`src/rtl/bram_port_arbiter.sv`:
```
// Shares one simple-dual-port BRAM between two requesters: round-robin write and read
// arbitration, tagged read returns, and a zero-fill clear engine after reset or on command.
module bram_port_arbiter #(
  parameter int N_ADDR     = 256,
  parameter int DATA_WIDTH = 16,
  localparam int AW        = $clog2(N_ADDR)
) (
  input  logic                  clk,
  input  logic                  rst,
  input  logic                  clear,
  output logic                  busy,
  input  logic                  wreq0,
  input  logic                  wreq1,
  input  logic [AW-1:0]         wadd0,
  input  logic [AW-1:0]         wadd1,
  input  logic [DATA_WIDTH-1:0] win0,
  input  logic [DATA_WIDTH-1:0] win1,
  output logic                  wgnt0,
  output logic                  wgnt1,
  input  logic                  rreq0,
  input  logic                  rreq1,
  input  logic [AW-1:0]         radd0,
  input  logic [AW-1:0]         radd1,
  output logic                  rgnt0,
  output logic                  rgnt1,
  output logic                  rvalid0,
  output logic                  rvalid1,
  output logic [DATA_WIDTH-1:0] rdata0,
  output logic [DATA_WIDTH-1:0] rdata1,
  output logic                  mem_wen,
  output logic [AW-1:0]         mem_wadd,
  output logic [DATA_WIDTH-1:0] mem_win,
  output logic                  mem_ren,
  output logic [AW-1:0]         mem_radd,
  input  logic [DATA_WIDTH-1:0] mem_rdata
);

  typedef enum logic {CLEAR, RUN} state_t;

  state_t        state, state_nxt;
  logic [AW-1:0] clr_cnt, clr_cnt_nxt;
  logic          wr_ptr, wr_ptr_nxt;
  logic          rd_ptr, rd_ptr_nxt;
  logic          rvld0_p1, rvld1_p1;

  always_ff @(posedge clk) begin
    if (rst) begin
      state    <= CLEAR;
      clr_cnt  <= '0;
      wr_ptr   <= 1'b0;
      rd_ptr   <= 1'b0;
      rvld0_p1 <= 1'b0;
      rvld1_p1 <= 1'b0;
    end else begin
      state    <= state_nxt;
      clr_cnt  <= clr_cnt_nxt;
      wr_ptr   <= wr_ptr_nxt;
      rd_ptr   <= rd_ptr_nxt;
      rvld0_p1 <= rgnt0 & rreq0;
      rvld1_p1 <= rgnt1 & rreq1;
    end
  end

  always_comb begin
    state_nxt   = state;
    clr_cnt_nxt = clr_cnt;
    wr_ptr_nxt  = wr_ptr;
    rd_ptr_nxt  = rd_ptr;
    busy        = 1'b0;
    wgnt0       = 1'b0;
    wgnt1       = 1'b0;
    rgnt0       = 1'b0;
    rgnt1       = 1'b0;
    mem_wen     = 1'b0;
    mem_wadd    = '0;
    mem_win     = '0;
    mem_ren     = 1'b0;
    mem_radd    = '0;
    case (state)
      CLEAR: begin
        busy        = 1'b1;
        mem_wen     = 1'b1;
        mem_wadd    = clr_cnt;
        clr_cnt_nxt = clr_cnt + 1'b1;
        if (clr_cnt == AW'(N_ADDR - 1)) begin
          state_nxt   = RUN;
          clr_cnt_nxt = '0;
        end
      end
      default: begin
        // On contention the pointer picks the winner; a lone requester always wins.
        wgnt0 = wreq0 & (~wreq1 | ~wr_ptr);
        wgnt1 = wreq1 & (~wreq0 |  wr_ptr);
        rgnt0 = rreq0 & (~rreq1 | ~rd_ptr);
        rgnt1 = rreq1 & (~rreq0 |  rd_ptr);

        mem_wen = wgnt0 | wgnt1;
        if (wgnt0) begin
          mem_wadd   = wadd0;
          mem_win    = win0;
          wr_ptr_nxt = 1'b1;
        end else if (wgnt1) begin
          mem_wadd   = wadd1;
          mem_win    = win1;
          wr_ptr_nxt = 1'b0;
        end

        mem_ren = rgnt0 | rgnt1;
        if (rgnt0) begin
          mem_radd   = radd0;
          rd_ptr_nxt = 1'b1;
        end else if (rgnt1) begin
          mem_radd   = radd1;
          rd_ptr_nxt = 1'b0;
        end

        if (clear) begin
          state_nxt   = CLEAR;
          clr_cnt_nxt = '0;
        end
      end
    endcase
  end

  // p1: BRAM read data returns one cycle after acceptance, steered by the tag
  assign rvalid0 = rvld0_p1;
  assign rvalid1 = rvld1_p1;
  assign rdata0  = rvld0_p1 ? mem_rdata : '0;
  assign rdata1  = rvld1_p1 ? mem_rdata : '0;

endmodule
```
`config.mk`:
```
export PLATFORM = sky130hd
export DESIGN_NAME = bram_port_arbiter
export DESIGN_NICKNAME = d
export VERILOG_FILES = /design/src/rtl/bram_port_arbiter.sv
export SDC_FILE = /design/constraint.sdc
export NUM_CORES = 1
export LEC_CHECK = 0
export CAP_MARGIN = 20
export CORE_MARGIN = 1.5
export CORE_UTILIZATION = 26
export CTS_CLUSTER_SIZE = 16
export DETAILED_ROUTE_END_ITERATION = 8
export GPL_ROUTABILITY_DRIVEN = 0
export GPL_TIMING_DRIVEN = 0
export HOLD_SLACK_MARGIN = 0.08
export PLACE_DENSITY = 0.93
export SYNTH_ARGS = -nofsm -noshare
export SYNTH_HDL_FRONTEND = slang
export SYNTH_SLANG_ARGS = --single-unit
```
`constraint.sdc`:
```
create_clock -name clk -period 1.9 [get_ports clk]
set_input_delay 0.38 -clock clk [delete_from_list [all_inputs] [get_ports clk]]
set_output_delay 0.38 -clock clk [all_outputs]
set_load 0.03 [all_outputs]
```
==> impl_metrics.json, run 1 <==
{
  "placed_cells": 375,
  "die_area_um2": 5172,
  "clock_latency_ps": 240,
  "numCtsBuffers": 3,
  "drive_above_1_share": 0.2529,
  "synth_seq_cells": 13,
  "drt_wl_total_mm": 6.148,
  "avgSynthCellArea_um2": 7.530,
  "hold_class": "register to register",
  "cts_tree": "built",
  "status": "finished, final reports clean",
  "pin_count": 160,
  "crit_fanout": 10,
  "slew_headroom": 0.6574,
  "max-cap-violations": 0,
  "top_layer_used": "met4",
  "grt_setup_unrepaired": "true",
  "vdd_drop_max_v": 0.0001684,
  "cts_buffer_depth": 2,
  "cts-root-buf": "clkbuf_8",
  "grt_max_degree": 11,
  "p_leak_nw": 1.333,
  "synthCells": 164,
  "layout.nets": 429,
  "synthMuxAreaShare": 0,
  "hpwl_mm": 4.881,
  "pwr_density_cell_nw_per_um2": 265.0,
  "finalNonFillerCells": 392,
  "die_width_um": 71.92,
  "drt_first_pass_iters": 4,
  "cp-end-kind": "output pin",
  "fin_crit_sh": 0.9974,
  "grt_pass1_wl_mm": 9.446,
  "postLayoutCoreUtil": 0.6804,
  "synthSimpleGateAreaFrac": 0.2928,
  "wirelength_met1_mm": 2.280,
  "cp-start-kind": "register",
  "antenna_found_initial": 0,
  "core_um2": 4474,
  "ant_nets": 0,
  "synth-xor-area-share": 0.007092,
  "wl_met3_um": 444,
  "start_util": 0.2760,
  "synthAdderAreaFrac": 0.01013,
  "die_h_um": 71.92,
  "setup_viol": 0,
  "drt_iter0_markers": 48,
  "synth_top_family_by_area": "compound AO/OA/AOI/OAI gates",
  "slew_violations": 0,
  "synth_ff_type": "dfxtp_1",
  "wl_per_cell_um": 15.68,
  "crit_type": "register to output pin",
  "synth_compound_area_frac": 0.3931,
  "viasPerCell": 5.028,
  "async_flop_share": 0,
  "grtUsageTotal": 0.2292,
  "synth-edff-count": 0,
  "area_growth_pct": 146.5,
  "synthesis.nets": 252,
  "clk_pin_slew_ps": 50,
  "io_buffers": 159,
  "cts_hold_buf": 0,
  "diodes": 0,
  "yosysSeqAreaShare": 0.2107,
  "wl_met2_mm": 3.355,
  "crit_required_ps": 1520,
  "synth.distinct_cells": 32,
  "arrival_ps": 1520,
  "htreeDepth": 1,
  "vias": 1971,
  "hold_violations": 0,
  "clock-sinks": 13,
  "fp-row-count": 24,
  "layout_commonest_cell": "clkdlybuf4s50_1",
  "post-route-drc-count": 0,
  "fin_crit_ps": 1895,
  "syn_area_um2": 1235,
  "most-common-layout-cells": "85 x clkdlybuf4s50_1, 32 x and2_1, 24 x a22o_1",
  "tns_ps": 0,
  "fmax_mhz": 527.7,
  "yosys_warnings": 0,
  "finClkSkew_ps": 2.702,
  "overflow": 0,
  "worstMarginPinSlew_ps": 513.9,
  "grt_pass1_vias": 1935
}
## final cells by class
type | count | area [um^2]
Clock buffer | 4 | 45.04
Timing Repair Buffer | 170 | 1572
Buffer | 11 | 100.1
Tap cell | 52 | 65.06
Inverter | 11 | 42.54
Multi-Input combinational cell | 131 | 955.9
Sequential cell | 13 | 264.0
Fill cell | 378 | 1430
## final timing paths
kind,from,endpoint,slack [ps],cells past startpoint
max,state,mem_radd[1],5,7
min,wr_ptr,wr_ptr,520,1
max reg2reg,clr_cnt[0],clr_cnt[7],320,5
min reg2reg,wr_ptr,wr_ptr,520,1
## flip-flops by register name, indices dropped and copies added, names as in the netlist
signal   count
rvalid0      1
rd_ptr       1
state        1
rvalid1      1
clr_cnt      8
wr_ptr       1
## kinds of logic (layout without fill, tap and decap cells)
kind of cell             Yosys count  count (layout)
AO/OA/AOI/OAI                     63              65
XOR/XNOR                           1               1
adder cells (fa/ha/maj)            1               1
buffers and inverters             22             196
flip-flops                        13              13
AND/OR/NAND/NOR                   64              64
## critical path, stage by stage (launching register included)
cell and delay (ps):
dfxtp_2 320, buf_6 120, buf_8 140, nand2_4 70
a21oi_4 200, buf_4 140, a22o_1 150, buf_6 130
## Yosys cell counts, types with 2 or more instances
| cell | number | area (um^2) |
|---|---|---|
| inv_1 | 10 | 37.54 |
| or3_1 | 2 | 12.51 |
| and2_1 | 32 | 200.2 |
| a22o_1 | 24 | 210.2 |
| dfxtp_1 | 13 | 260.3 |
| nand2_1 | 7 | 26.28 |
| nand4_1 | 2 | 12.51 |
| a31oi_1 | 4 | 25.02 |
| nor2_1 | 9 | 33.78 |
| buf_2 | 4 | 20.02 |
| buf_6 | 2 | 22.52 |
| a311oi_1 | 2 | 17.52 |
| nand2b_1 | 2 | 12.51 |
| a21oi_2 | 4 | 35.03 |
| clkbuf_1 | 4 | 15.01 |
| a22oi_1 | 10 | 75.07 |
| nand3_1 | 3 | 15.01 |
| nor2b_1 | 2 | 12.51 |
| o21ai_0 | 10 | 50.05 |
| a21oi_1 | 6 | 30.03 |
## through the flow
stage	total power (W)	hold slack (ps)	worst slack, ps	cell area (um^2)
final	0.0008066	524.6	4.884	3044
after global routing	0.0008380	553.8	-61.66	3044
after CTS	0.0008015	518.3	-37.32	2973
after detailed placement	0.0005604	520.1	-996.8	2892
after global placement	0.0005534	503.9	-962.5	2892
after floorplan	0.0003479	484.5	13.51	1235
## metal layers
metal,vias to the layer above,track usage
met5,-,0
met4,0,0.06709
met3,6,0.03611
met2,90,0.4403
met1,907,0.2581
li1,968,-
## timing repair
item | CTS | global route
gates resized for setup | 257 | 69
hold endpoints to repair | 0 | 0
gates cloned | 4 | 0
pin swaps | 0 | 3
setup endpoints to repair | 71 | 55
setup buffers | 8 | 1
## power by group
group | internal [W] | total, W | switching, W
clock | 0.000148 | 0.000250 | 0.000102
sequential | 0.000281 | 0.000288 | 0.00000716
combinational | 0.000183 | 0.000268 | 0.0000856
total | 0.000612 | 0.000807 | 0.000194
(Power assumes the default switching activity.)
==> run 2: changes to the inputs <==
--- a/config.mk
+++ b/config.mk
@@ -7,13 +7,13 @@
 export LEC_CHECK = 0
 export CAP_MARGIN = 20
 export CORE_MARGIN = 1.5
-export CORE_UTILIZATION = 26
+export CORE_UTILIZATION = 28
 export CTS_CLUSTER_SIZE = 16
 export DETAILED_ROUTE_END_ITERATION = 8
 export GPL_ROUTABILITY_DRIVEN = 0
 export GPL_TIMING_DRIVEN = 0
 export HOLD_SLACK_MARGIN = 0.08
-export PLACE_DENSITY = 0.93
+export PLACE_DENSITY = 0.95
 export SYNTH_ARGS = -nofsm -noshare
 export SYNTH_HDL_FRONTEND = slang
 export SYNTH_SLANG_ARGS = --single-unit
==> constraint.sdc (replaced) <==
create_clock -name clk -period 2.35 [get_ports clk]
set_input_delay 0.47 -clock clk [delete_from_list [all_inputs] [get_ports clk]]
set_output_delay 0.47 -clock clk [all_outputs]
set_load 0.03 [all_outputs]
==> run 2 against run 1 <==
Against the previous run: core utilization increased by 4.6 points; flip-flop and latch count unchanged; hold slack improved by 5.4 ps; clock skew decreased by 0.64 ps; register-to-register slack improved by 460 ps; cell count decreased by 2.8%; combinational power decreased by 20%; design area decreased by 1.8%; sequential share of layout area about the same; routed wire length increased by 0.76%; critical endpoint is now mem_wadd[7]; largest power group unchanged; highest routed layer unchanged.
==> impl_metrics.json, run 2 (synthesized netlist as in run 1, its figures left out) <==
{
  "status": "finished, final reports clean",
  "placed_cells": 373,
  "cts_tree": "built",
  "drive_above_1_share": 0.1571,
  "cp-startpoint": "wreq0",
  "pwr_density_cell_nw_per_um2": 216.2,
  "area_growth_pct": 142.0,
  "clock_latency_ps": 240,
  "largest-register": "clr_cnt",
  "grt_pass1_vias": 1938,
  "io_buffers": 159,
  "clk_pin_slew_ps": 60,
  "crit_required_ps": 1880,
  "fp-row-count": 23,
  "hold_violations": 0,
  "die_h_um": 69.41,
  "largest_reg_flops": 8,
  "hpwl_mm": 4.968,
  "crit_top_cell": "clkdlybuf4s15_1",
  "drt_iter0_markers": 59,
  "hp-start": "wreq1",
  "grtUsageTotal": 0.2511,
  "slew_violations": 0,
  "vias": 1929,
  "layout.nets": 420,
  "die_width_um": 69.41,
  "hold_class": "primary input to register",
  "cts_buffer_depth": 2,
  "ant_nets": 0,
  "crit_fanout": 7,
  "vdd_drop_max_v": 0.0001741,
  "core_um2": 4115,
  "p_leak_nw": 1.141,
  "layout_commonest_cell": "clkdlybuf4s50_1",
  "grt_pass1_wl_mm": 9.970,
  "max-cap-violations": 0,
  "slew_headroom": 0.7082,
  "cp-end-kind": "output pin",
  "worstMarginPinSlew_ps": 437.6,
  "postLayoutCoreUtil": 0.7264,
  "wl_per_cell_um": 16.26,
  "htreeDepth": 1,
  "cts-root-buf": "clkbuf_8",
  "r2r-start": "clr_cnt[0]",
  "cp-start-kind": "primary input",
  "tns_ps": 0,
  "grt_max_degree": 11,
  "setup_viol": 0,
  "final_area_um2": 2989,
  "antenna_found_initial": 0,
  "numCtsBuffers": 3,
  "arrival_ps": 1820,
  "pin_count": 160,
  "diodes": 0,
  "max_stage_delay_ps": 420,
  "post_dp_cell_area_um2": 2889,
  "fin_crit_sh": 0.9750,
  "cp_slowest_cell": "clkdlybuf4s15_1",
  "fin_crit_ps": 2291,
  "die_area_um2": 4818,
  "clock-sinks": 13,
  "most-common-layout-cells": "117 x clkdlybuf4s50_1, 32 x and2_1, 24 x a22o_1",
  "overflow": 0,
  "finalNonFillerCells": 381,
  "post-route-drc-count": 0,
  "start_util": 0.3001,
  "drt_wl_total_mm": 6.195,
  "viasPerCell": 5.063,
  "crit_type": "primary input to output pin",
  "worstPathCellList": "clkdlybuf4s15_1 -> nand2_1 -> a21oi_4 -> buf_4 -> a22oi_1 -> o21ai_0 -> clkdlybuf4s15_1",
  "fmax_mhz": 436.4,
  "drt_first_pass_iters": 4,
  "cts_hold_buf": 0,
  "finClkSkew_ps": 2.060
}
[run 2: changes by cell type in the layout (fill, tap and decap cells not counted), sizes merged]
cell	previous run	this run
dlygate4sd2	14	10
clkdlybuf4s50	85	117
clkbuf	19	13
clkdlybuf4s15	20	24
buf	47	12
[run 2: per-layer routing]
metal  track usage  up-vias  part of all wire
met5             0        -                 0
met4       0.09804        0             0.029
met3       0.03924       17             0.061
met2        0.4658       89              0.51
met1        0.2840      891              0.40
li1              -      932                 -
[run 2: metrics by stage]
stage          setup WS (ps)  total power [W]  hold slack [ps]
2_1_floorplan          373.5        0.0002813            484.5
4_1_cts                5.869        0.0006480            538.4
6_report               58.76        0.0006461            530.1
3_3_place_gp          -685.8        0.0004471            502.7
5_1_grt               -19.46        0.0006746            553.7
3_5_place_dp          -713.0        0.0004537            511.4
[run 2: area by class of cell]
cell class / count / area, um^2
sequential: 13 / 260.3
buffer: 11 / 77.57
inverter: 11 / 41.29
fill: 316 / 1126
multi-input combinational: 131 / 923.4
tap: 50 / 62.56
timing repair buffer: 161 / 1579
clock buffer: 4 / 45.04
[run 2: final timing paths]
| check | end | slack (ps) | cells after the start |
|---|---|---|---|
| max | mem_wadd[7] | 60 | 7 |
| min | wr_ptr | 530 | 2 |
| max reg2reg | clr_cnt[7] | 780 | 5 |
| min reg2reg | clr_cnt[7] | 550 | 1 |
[run 2: worst max-delay path, delay by kind of cell]
family	cells	cell delay [ps]
buffers and inverters	3	860
AO/OA/AOI/OAI	3	370
AND/OR/NAND/NOR	1	120
[run 2: report_power, final]
part / internal (W) / leakage (nW) / switching [W]
clock: 0.000120 / 0.0228 / 0.0000796
sequential: 0.000227 / 0.105 / 0.00000501
combinational: 0.000145 / 1.01 / 0.0000689
[run 2: repair_timing]
action,CTS,global route
resized for setup,106,18
pin swaps,0,0
cloned,2,0
setup buffers,0,2
setup endpoints to repair,38,41
==> run 3: changes to the inputs <==
--- a/config.mk
+++ b/config.mk
@@ -5,6 +5,7 @@
 export SDC_FILE = /design/constraint.sdc
 export NUM_CORES = 1
 export LEC_CHECK = 0
+export ABC_CLOCK_PERIOD_IN_PS = 2350
 export CAP_MARGIN = 20
 export CORE_MARGIN = 1.5
 export CORE_UTILIZATION = 28
==> results of run 3 <==
Final layout, timing and power as in run 2 (identical DEF).
